==> config.mk <==
export PLATFORM = sky130hd
export DESIGN_NAME = ads79xx_scan_seq
export DESIGN_NICKNAME = d
export VERILOG_FILES = /design/src/rtl/ads79xx_pkg.sv /design/src/rtl/ads79xx_bus_acc.sv /design/src/rtl/ads79xx_scan_seq.sv
export SDC_FILE = /design/constraint.sdc
export NUM_CORES = 1
export LEC_CHECK = 0
export ABC_AREA = 1
export ABC_CLOCK_PERIOD_IN_PS = 3280
export CORE_MARGIN = 8
export CORE_UTILIZATION = 46
export DETAILED_ROUTE_END_ITERATION = 12
export PLACE_DENSITY_LB_ADDON = 0.3
export SYNTH_ARGS = -nofsm -noshare
export SYNTH_HDL_FRONTEND = slang
export SYNTH_HIERARCHICAL = 1
export SYNTH_SLANG_ARGS = --single-unit
==> constraint.sdc <==
create_clock -name clk_i -period 3.28 [get_ports clk_i]
set_input_delay 0.492 -clock clk_i [delete_from_list [all_inputs] [get_ports clk_i]]
set_output_delay 0.492 -clock clk_i [all_outputs]
set_load 0.1 [all_outputs]
==> src/rtl/ads79xx_pkg.sv <==
// Shared constants for the ADS79xx scan sequencer: SPI register map, status bits,
// sequencer state encoding and the manual-mode frame-word builder.
package ads79xx_pkg;

  localparam logic [1:0] OFS_DATA   = 2'b00;
  localparam logic [1:0] OFS_CTRL   = 2'b01;
  localparam logic [1:0] OFS_STATUS = 2'b10;

  localparam int unsigned RXNE = 0;
  localparam int unsigned TXE  = 1;

  localparam logic [3:0] MODE_MANUAL = 4'b0001;

  localparam logic [2:0] StIdle = 3'd0;
  localparam logic [2:0] StCfg  = 3'd1;
  localparam logic [2:0] StWr   = 3'd2;
  localparam logic [2:0] StPoll = 3'd3;
  localparam logic [2:0] StRd   = 3'd4;
  localparam logic [2:0] StGap  = 3'd5;

  // Manual mode, program-enable set, channel select, range bit, GPIO bits zero.
  function automatic logic [15:0] frame_word(input logic [3:0] ch, input logic range_2x);
    return {MODE_MANUAL, 1'b1, ch, range_2x, 6'b000000};
  endfunction

endpackage

==> src/rtl/ads79xx_bus_acc.sv <==
// Single-access bus master engine: one-cycle strobe, then wait for the acknowledge.
// Address, direction and write data stay latched from strobe through ack.
module ads79xx_bus_acc (
  input  logic        clk_i,
  input  logic        rstn_i,
  input  logic        req_i,
  input  logic        we_i,
  input  logic [1:0]  addr_i,
  input  logic [15:0] wdata_i,
  output logic        done_o,
  output logic [15:0] rdata_o,
  output logic [1:0]  m_addr_o,
  output logic [15:0] m_data_o,
  input  logic [15:0] m_data_i,
  output logic        m_we_o,
  output logic        m_cyc_o,
  output logic        m_stb_o,
  input  logic        m_ack_i
);

  logic        stb_q, stb_d;
  logic        wait_q, wait_d;
  logic        we_q, we_d;
  logic [1:0]  addr_q, addr_d;
  logic [15:0] wdata_q, wdata_d;

  always_comb begin
    stb_d   = 1'b0;
    wait_d  = wait_q;
    we_d    = we_q;
    addr_d  = addr_q;
    wdata_d = wdata_q;
    if (!stb_q && !wait_q && req_i) begin
      stb_d   = 1'b1;
      we_d    = we_i;
      addr_d  = addr_i;
      wdata_d = wdata_i;
    end
    if (stb_q) begin
      wait_d = 1'b1;
    end
    if (wait_q && m_ack_i) begin
      wait_d = 1'b0;
    end
  end

  always_ff @(posedge clk_i or negedge rstn_i) begin
    if (!rstn_i) begin
      stb_q   <= 1'b0;
      wait_q  <= 1'b0;
      we_q    <= 1'b0;
      addr_q  <= 2'b00;
      wdata_q <= 16'h0000;
    end else begin
      stb_q   <= stb_d;
      wait_q  <= wait_d;
      we_q    <= we_d;
      addr_q  <= addr_d;
      wdata_q <= wdata_d;
    end
  end

  // Read data is consumed by the caller in the ack cycle itself.
  assign done_o   = wait_q & m_ack_i;
  assign rdata_o  = m_data_i;
  assign m_addr_o = addr_q;
  assign m_data_o = wdata_q;
  assign m_we_o   = we_q;
  assign m_cyc_o  = stb_q;
  assign m_stb_o  = stb_q;

endmodule

==> src/rtl/ads79xx_scan_seq.sv <==
// Autonomous ADS79xx scan sequencer: configures the SPI core once, then runs manual-mode
// frames over all channels, hiding the ADC's two-frame result latency with flush frames.
module ads79xx_scan_seq
  import ads79xx_pkg::*;
#(
  parameter int unsigned NUM_CH       = 16,
  parameter logic [15:0] CTRL_WORD    = 16'h084C,
  parameter logic        RANGE_2X     = 1'b0,
  parameter int unsigned FRAME_GAP    = 8,
  parameter int unsigned POLL_TIMEOUT = 1023
) (
  input  logic        clk_i,
  input  logic        rstn_i,
  input  logic        start_i,
  input  logic        cont_i,
  output logic        busy_o,
  output logic        err_o,
  output logic        res_valid_o,
  output logic [3:0]  res_ch_o,
  output logic [11:0] res_data_o,
  output logic        scan_done_o,
  output logic [1:0]  m_addr_o,
  output logic [15:0] m_data_o,
  input  logic [15:0] m_data_i,
  output logic        m_we_o,
  output logic        m_cyc_o,
  output logic        m_stb_o,
  input  logic        m_ack_i
);

  localparam logic [4:0]  FcLast  = 5'(NUM_CH + 2);
  localparam logic [3:0]  ChLast  = 4'(NUM_CH - 1);
  localparam logic [7:0]  GapLast = 8'(FRAME_GAP - 1);
  localparam logic [15:0] TmoLim  = 16'(POLL_TIMEOUT);

  logic [2:0]  state_q, state_d;
  logic        cfg_q, cfg_d;
  logic        err_q, err_d;
  logic        issued_q, issued_d;
  logic [4:0]  fc_q, fc_d;
  logic [3:0]  ch_q, ch_d;
  logic [7:0]  gap_q, gap_d;
  logic [15:0] tmo_q, tmo_d;

  logic        acc_req, acc_we, acc_done;
  logic [1:0]  acc_addr;
  logic [15:0] acc_wdata, acc_rdata;
  logic        res_valid, scan_done;

  always_comb begin
    state_d   = state_q;
    cfg_d     = cfg_q;
    err_d     = err_q;
    fc_d      = fc_q;
    ch_d      = ch_q;
    gap_d     = gap_q;
    tmo_d     = tmo_q;
    acc_req   = 1'b0;
    acc_we    = 1'b0;
    acc_addr  = OFS_DATA;
    acc_wdata = 16'h0000;
    res_valid = 1'b0;
    scan_done = 1'b0;
    unique case (state_q)
      StIdle: begin
        if (start_i) begin
          err_d   = 1'b0;
          fc_d    = 5'd0;
          ch_d    = 4'd0;
          state_d = cfg_q ? StWr : StCfg;
        end
      end
      StCfg: begin
        acc_req   = !issued_q;
        acc_we    = 1'b1;
        acc_addr  = OFS_CTRL;
        acc_wdata = CTRL_WORD;
        if (acc_done) begin
          cfg_d   = 1'b1;
          state_d = StWr;
        end
      end
      StWr: begin
        acc_req   = !issued_q;
        acc_we    = 1'b1;
        acc_addr  = OFS_DATA;
        acc_wdata = frame_word(ch_q, RANGE_2X);
        if (acc_done) begin
          tmo_d   = 16'd0;
          state_d = StPoll;
        end
      end
      StPoll: begin
        acc_req  = !issued_q;
        acc_addr = OFS_STATUS;
        tmo_d    = tmo_q + 16'd1;
        // Timeout is judged only at a poll ack so the bus engine is always idle on exit.
        if (acc_done) begin
          if (acc_rdata[RXNE]) begin
            state_d = StRd;
          end else if (tmo_q >= TmoLim) begin
            err_d   = 1'b1;
            state_d = StIdle;
          end
        end
      end
      StRd: begin
        acc_req  = !issued_q;
        acc_addr = OFS_DATA;
        if (acc_done) begin
          res_valid = (fc_q >= 5'd2);
          fc_d      = fc_q + 5'd1;
          ch_d      = (ch_q == ChLast) ? ch_q : ch_q + 4'd1;
          gap_d     = 8'd0;
          state_d   = StGap;
        end
      end
      StGap: begin
        gap_d = gap_q + 8'd1;
        if (gap_q == GapLast) begin
          if (fc_q < FcLast) begin
            state_d = StWr;
          end else begin
            scan_done = 1'b1;
            if (cont_i) begin
              fc_d    = 5'd0;
              ch_d    = 4'd0;
              state_d = StWr;
            end else begin
              state_d = StIdle;
            end
          end
        end
      end
      default: state_d = StIdle;
    endcase
  end

  always_comb begin
    issued_d = issued_q;
    if (acc_done) begin
      issued_d = 1'b0;
    end else if (acc_req) begin
      issued_d = 1'b1;
    end
  end

  always_ff @(posedge clk_i or negedge rstn_i) begin
    if (!rstn_i) begin
      state_q  <= StIdle;
      cfg_q    <= 1'b0;
      err_q    <= 1'b0;
      issued_q <= 1'b0;
      fc_q     <= 5'd0;
      ch_q     <= 4'd0;
      gap_q    <= 8'd0;
      tmo_q    <= 16'd0;
    end else begin
      state_q  <= state_d;
      cfg_q    <= cfg_d;
      err_q    <= err_d;
      issued_q <= issued_d;
      fc_q     <= fc_d;
      ch_q     <= ch_d;
      gap_q    <= gap_d;
      tmo_q    <= tmo_d;
    end
  end

  ads79xx_bus_acc u_bus_acc (
    .clk_i    (clk_i),
    .rstn_i   (rstn_i),
    .req_i    (acc_req),
    .we_i     (acc_we),
    .addr_i   (acc_addr),
    .wdata_i  (acc_wdata),
    .done_o   (acc_done),
    .rdata_o  (acc_rdata),
    .m_addr_o (m_addr_o),
    .m_data_o (m_data_o),
    .m_data_i (m_data_i),
    .m_we_o   (m_we_o),
    .m_cyc_o  (m_cyc_o),
    .m_stb_o  (m_stb_o),
    .m_ack_i  (m_ack_i)
  );

  assign busy_o      = (state_q != StIdle);
  assign err_o       = err_q;
  assign res_valid_o = res_valid;
  assign res_ch_o    = res_valid ? acc_rdata[15:12] : 4'h0;
  assign res_data_o  = res_valid ? acc_rdata[11:0] : 12'h000;
  assign scan_done_o = scan_done;

endmodule

==> metrics.txt <==
leading area contributor after synthesis dfrtp_1; clock transition at the registers of the reported paths around 0.08 ns; Distinct cells, synth 39; Comb power frac 0.499; Flop pwr share 0.290; post-synthesis sequential area ratio 0.405; worst min path class in -> async; Cell Area, Placed 0.00440 mm2; Routed Antenna Nets 0; Initial Utilization 0.477; largest net degree at the start of global routing 48; Int Power 1950 uW; CP max FO 16; Synth top area share 0.405; worst reg2reg path depth 9; first-pass GRT wire length 14600 um; Area Overhead vs Synth 25.5%; cell area after layout 0.00465 mm2; Crit Reg-Reg Startpoint state_q[0]$_DFFE_PN0P_; share of cells above drive strength 1 0.169; ranking of synthesized cells by area dfrtp_1, nand2_1, inv_1; drt via density 4.89; kind of critical path in -> out; Final Wtd Congestion around 0.86; DR WL/cell 12.8 um; diode count 0; worst-skew pair later-pin latency between 0.3 and 0.4 ns; CP Data Required Time 2.79 ns; status completed; Core Util, Final 0.598; minimum clock period 2.89 ns; Clk network pwr share 0.211; max-slew violation count 0; Post-synth top flop dfrtp_1; internal reg-to-reg setup slack 1.31 ns; max-cap violations 0; Psw between 1500 and 2000 uW; io pins 62; Die ar. 0.0112 mm2; arrival time worst endpoint 2.40 ns; Sw Share 0.502; initial antenna violation count 0; Post-synth EDFFs 0; reg2reg end u_bus_acc/m_data_o[9]$_DFFE_PN0P_; Worst Skew around 0.012 ns; DRT iter0 DRCs 163; Worst IR Drop VDD ~420 uV; Setup violations, final 0; most numerous cell in the Yosys netlist nand2_1; row count 32; cts repair resizes 0; final HPWL from detailed placement about 6200 um; Core ar. just under 0.008 mm2; fraction of registers with async set/reset 1.00; Post-CTS Setup Repair Bufs 0; vias in the first global route 3219; Setup crit start kind input port; CTS Buffer Depth 2; WL final ~8300 um; PD cells 840 mW/mm2; Fillers 710; drt pass-1 iters 4; die width 106 um; f_max 346 MHz; actual slew at the worst max-slew pin 1.08 ns; fin nets about 570; CTS Buf Count 9; gr usage total 0.157; Mapped Area 0.00370 mm2; Post-route DRC 0; top post-synthesis cells by count nand2_1, dfrtp_1, inv_1, nor2_1, nand3_1; CTS Root Cell clkbuf_8; Final Cycle Share 0.881; TritonCTS clock tree built; hold buffers post-CTS 0; CTS HTree Levels 3; Mapped Avg Cell Area 7.64 um2; synth warn 6; Fin. Hold Viols 0; number of synthesized register bits 60; RSZ-0062 raised after global routing no; Lkg Pwr 0.00229 uW; Port-buffer cells 61; total number of vias 3161; Cells after Synth a little under 500; total gr overflow 0; Rel. slew slack 0.283; CP Capture Type primary output; Die H 106 um; clk sinks 60
## per-stage QoR
| stage | total power [uW] | TNS (ns) | setup slack (ns) | cells | hold WS [ns] |
|---|---|---|---|---|---|
| floorplan | 2720 | -1.21 | -0.202 | 491 | 0.196 |
| global placement | 3050 | 0 | 0.472 | 630 | 0.454 |
| detailed placement | 3100 | 0 | 0.394 | 630 | 0.458 |
| CTS | 3940 | 0 | 0.362 | 646 | 0.373 |
| global route | 4140 | 0 | 0.237 | 646 | 0.438 |
| finish | 3900 | 0 | 0.390 | 646 | 0.343 |
## state kept, by name, summed over array words and instances (netlist names)
register / flops
fc_q: 5
issued_q: 1
u_bus_acc/m_cyc_o: 1
err_o: 1
gap_q: 8
u_bus_acc/wait_q: 1
u_bus_acc/m_we_o: 1
u_bus_acc/m_addr_o: 2
cfg_q: 1
ch_q: 4
tmo_q: 16
u_bus_acc/m_data_o: 16
state_q: 3
## cell usage in the layout (no fill, tap or decap), types with 6 or more instances in the layout
cell type / count
nand2_1: 134
dfrtp_1: 60
inv_1: 54
nor2_1: 50
nand3_1: 39
clkdlybuf4s50_1: 39
o21ai_0: 20
buf_12: 17
nor2_4: 13
nand4_1: 12
clkbuf_8: 9
nand2_2: 8
buf_4: 8
inv_2: 7
nand3_2: 7
nor2_2: 7
a21oi_1: 7
conb_1: 7
o21ai_1: 6
## per-layer routing
metal,up-vias,global-route usage,share of wire
met3,12,0.0481,0.055
li1,1621,-,-
met1,1469,0.180,0.45
met2,59,0.262,0.48
met5,-,0,0
met4,0,0.0744,0.016
## power by group through the flow
stage	clock network, uW	logic [uW]	registers [uW]
finish	823	1950	1130
global route	868	2100	1170
CTS	841	1960	1130
detailed placement	0	1960	1150
global placement	0	1920	1130
floorplan	0	937	1780
## kinds of logic after synthesis
kind of cell,count (synthesis),share of synthesized area
AND/OR/NAND/NOR,278,0.359
buffers and inverters,91,0.135
flip-flops,60,0.405
AO/OA/AOI/OAI,47,0.0760
adder cells (fa/ha/maj),5,0.0169
XOR/XNOR,3,0.00709
other,1,0.00101
## area by class of cell
| cell class | count | area (um2) | share of cell area |
|---|---|---|---|
| multi-input cells | 340 | 1730 | 0.373 |
| flip-flops and latches | 60 | 1500 | 0.323 |
| repair buffers | 65 | 796 | 0.171 |
| inverters | 63 | 244 | 0.0525 |
| well taps | 102 | 128 | 0.0275 |
| clock buffers | 9 | 124 | 0.0266 |
| clock inverters | 7 | 124 | 0.0266 |
## worst max-delay path by stage
stage	start	slack [ns]	cells after the start	endpoint
6_report	m_ack_i	0.39	10	res_ch_o[0]
5_1_grt	state_q[0]$_DFFE_PN0P_	0.24	8	res_ch_o[0]
4_1_cts	state_q[0]$_DFFE_PN0P_	0.36	8	res_ch_o[0]
3_5_place_dp	m_ack_i	0.39	10	res_ch_o[0]
3_3_place_gp	m_ack_i	0.47	10	res_data_o[0]
2_1_floorplan	m_ack_i	-0.20	8	res_ch_o[0]
## worst max-delay path, stage by stage
cell             delay, ns
clkdlybuf4s50_1       0.46
nand2_1               0.05
inv_1                 0.16
inv_1                 0.10
nor2_2                0.15
inv_2                 0.09
nor2_4                0.15
inv_2                 0.23
nor2_1                0.28
buf_12                0.21
Note: power is estimated with default switching activity, not from simulation.
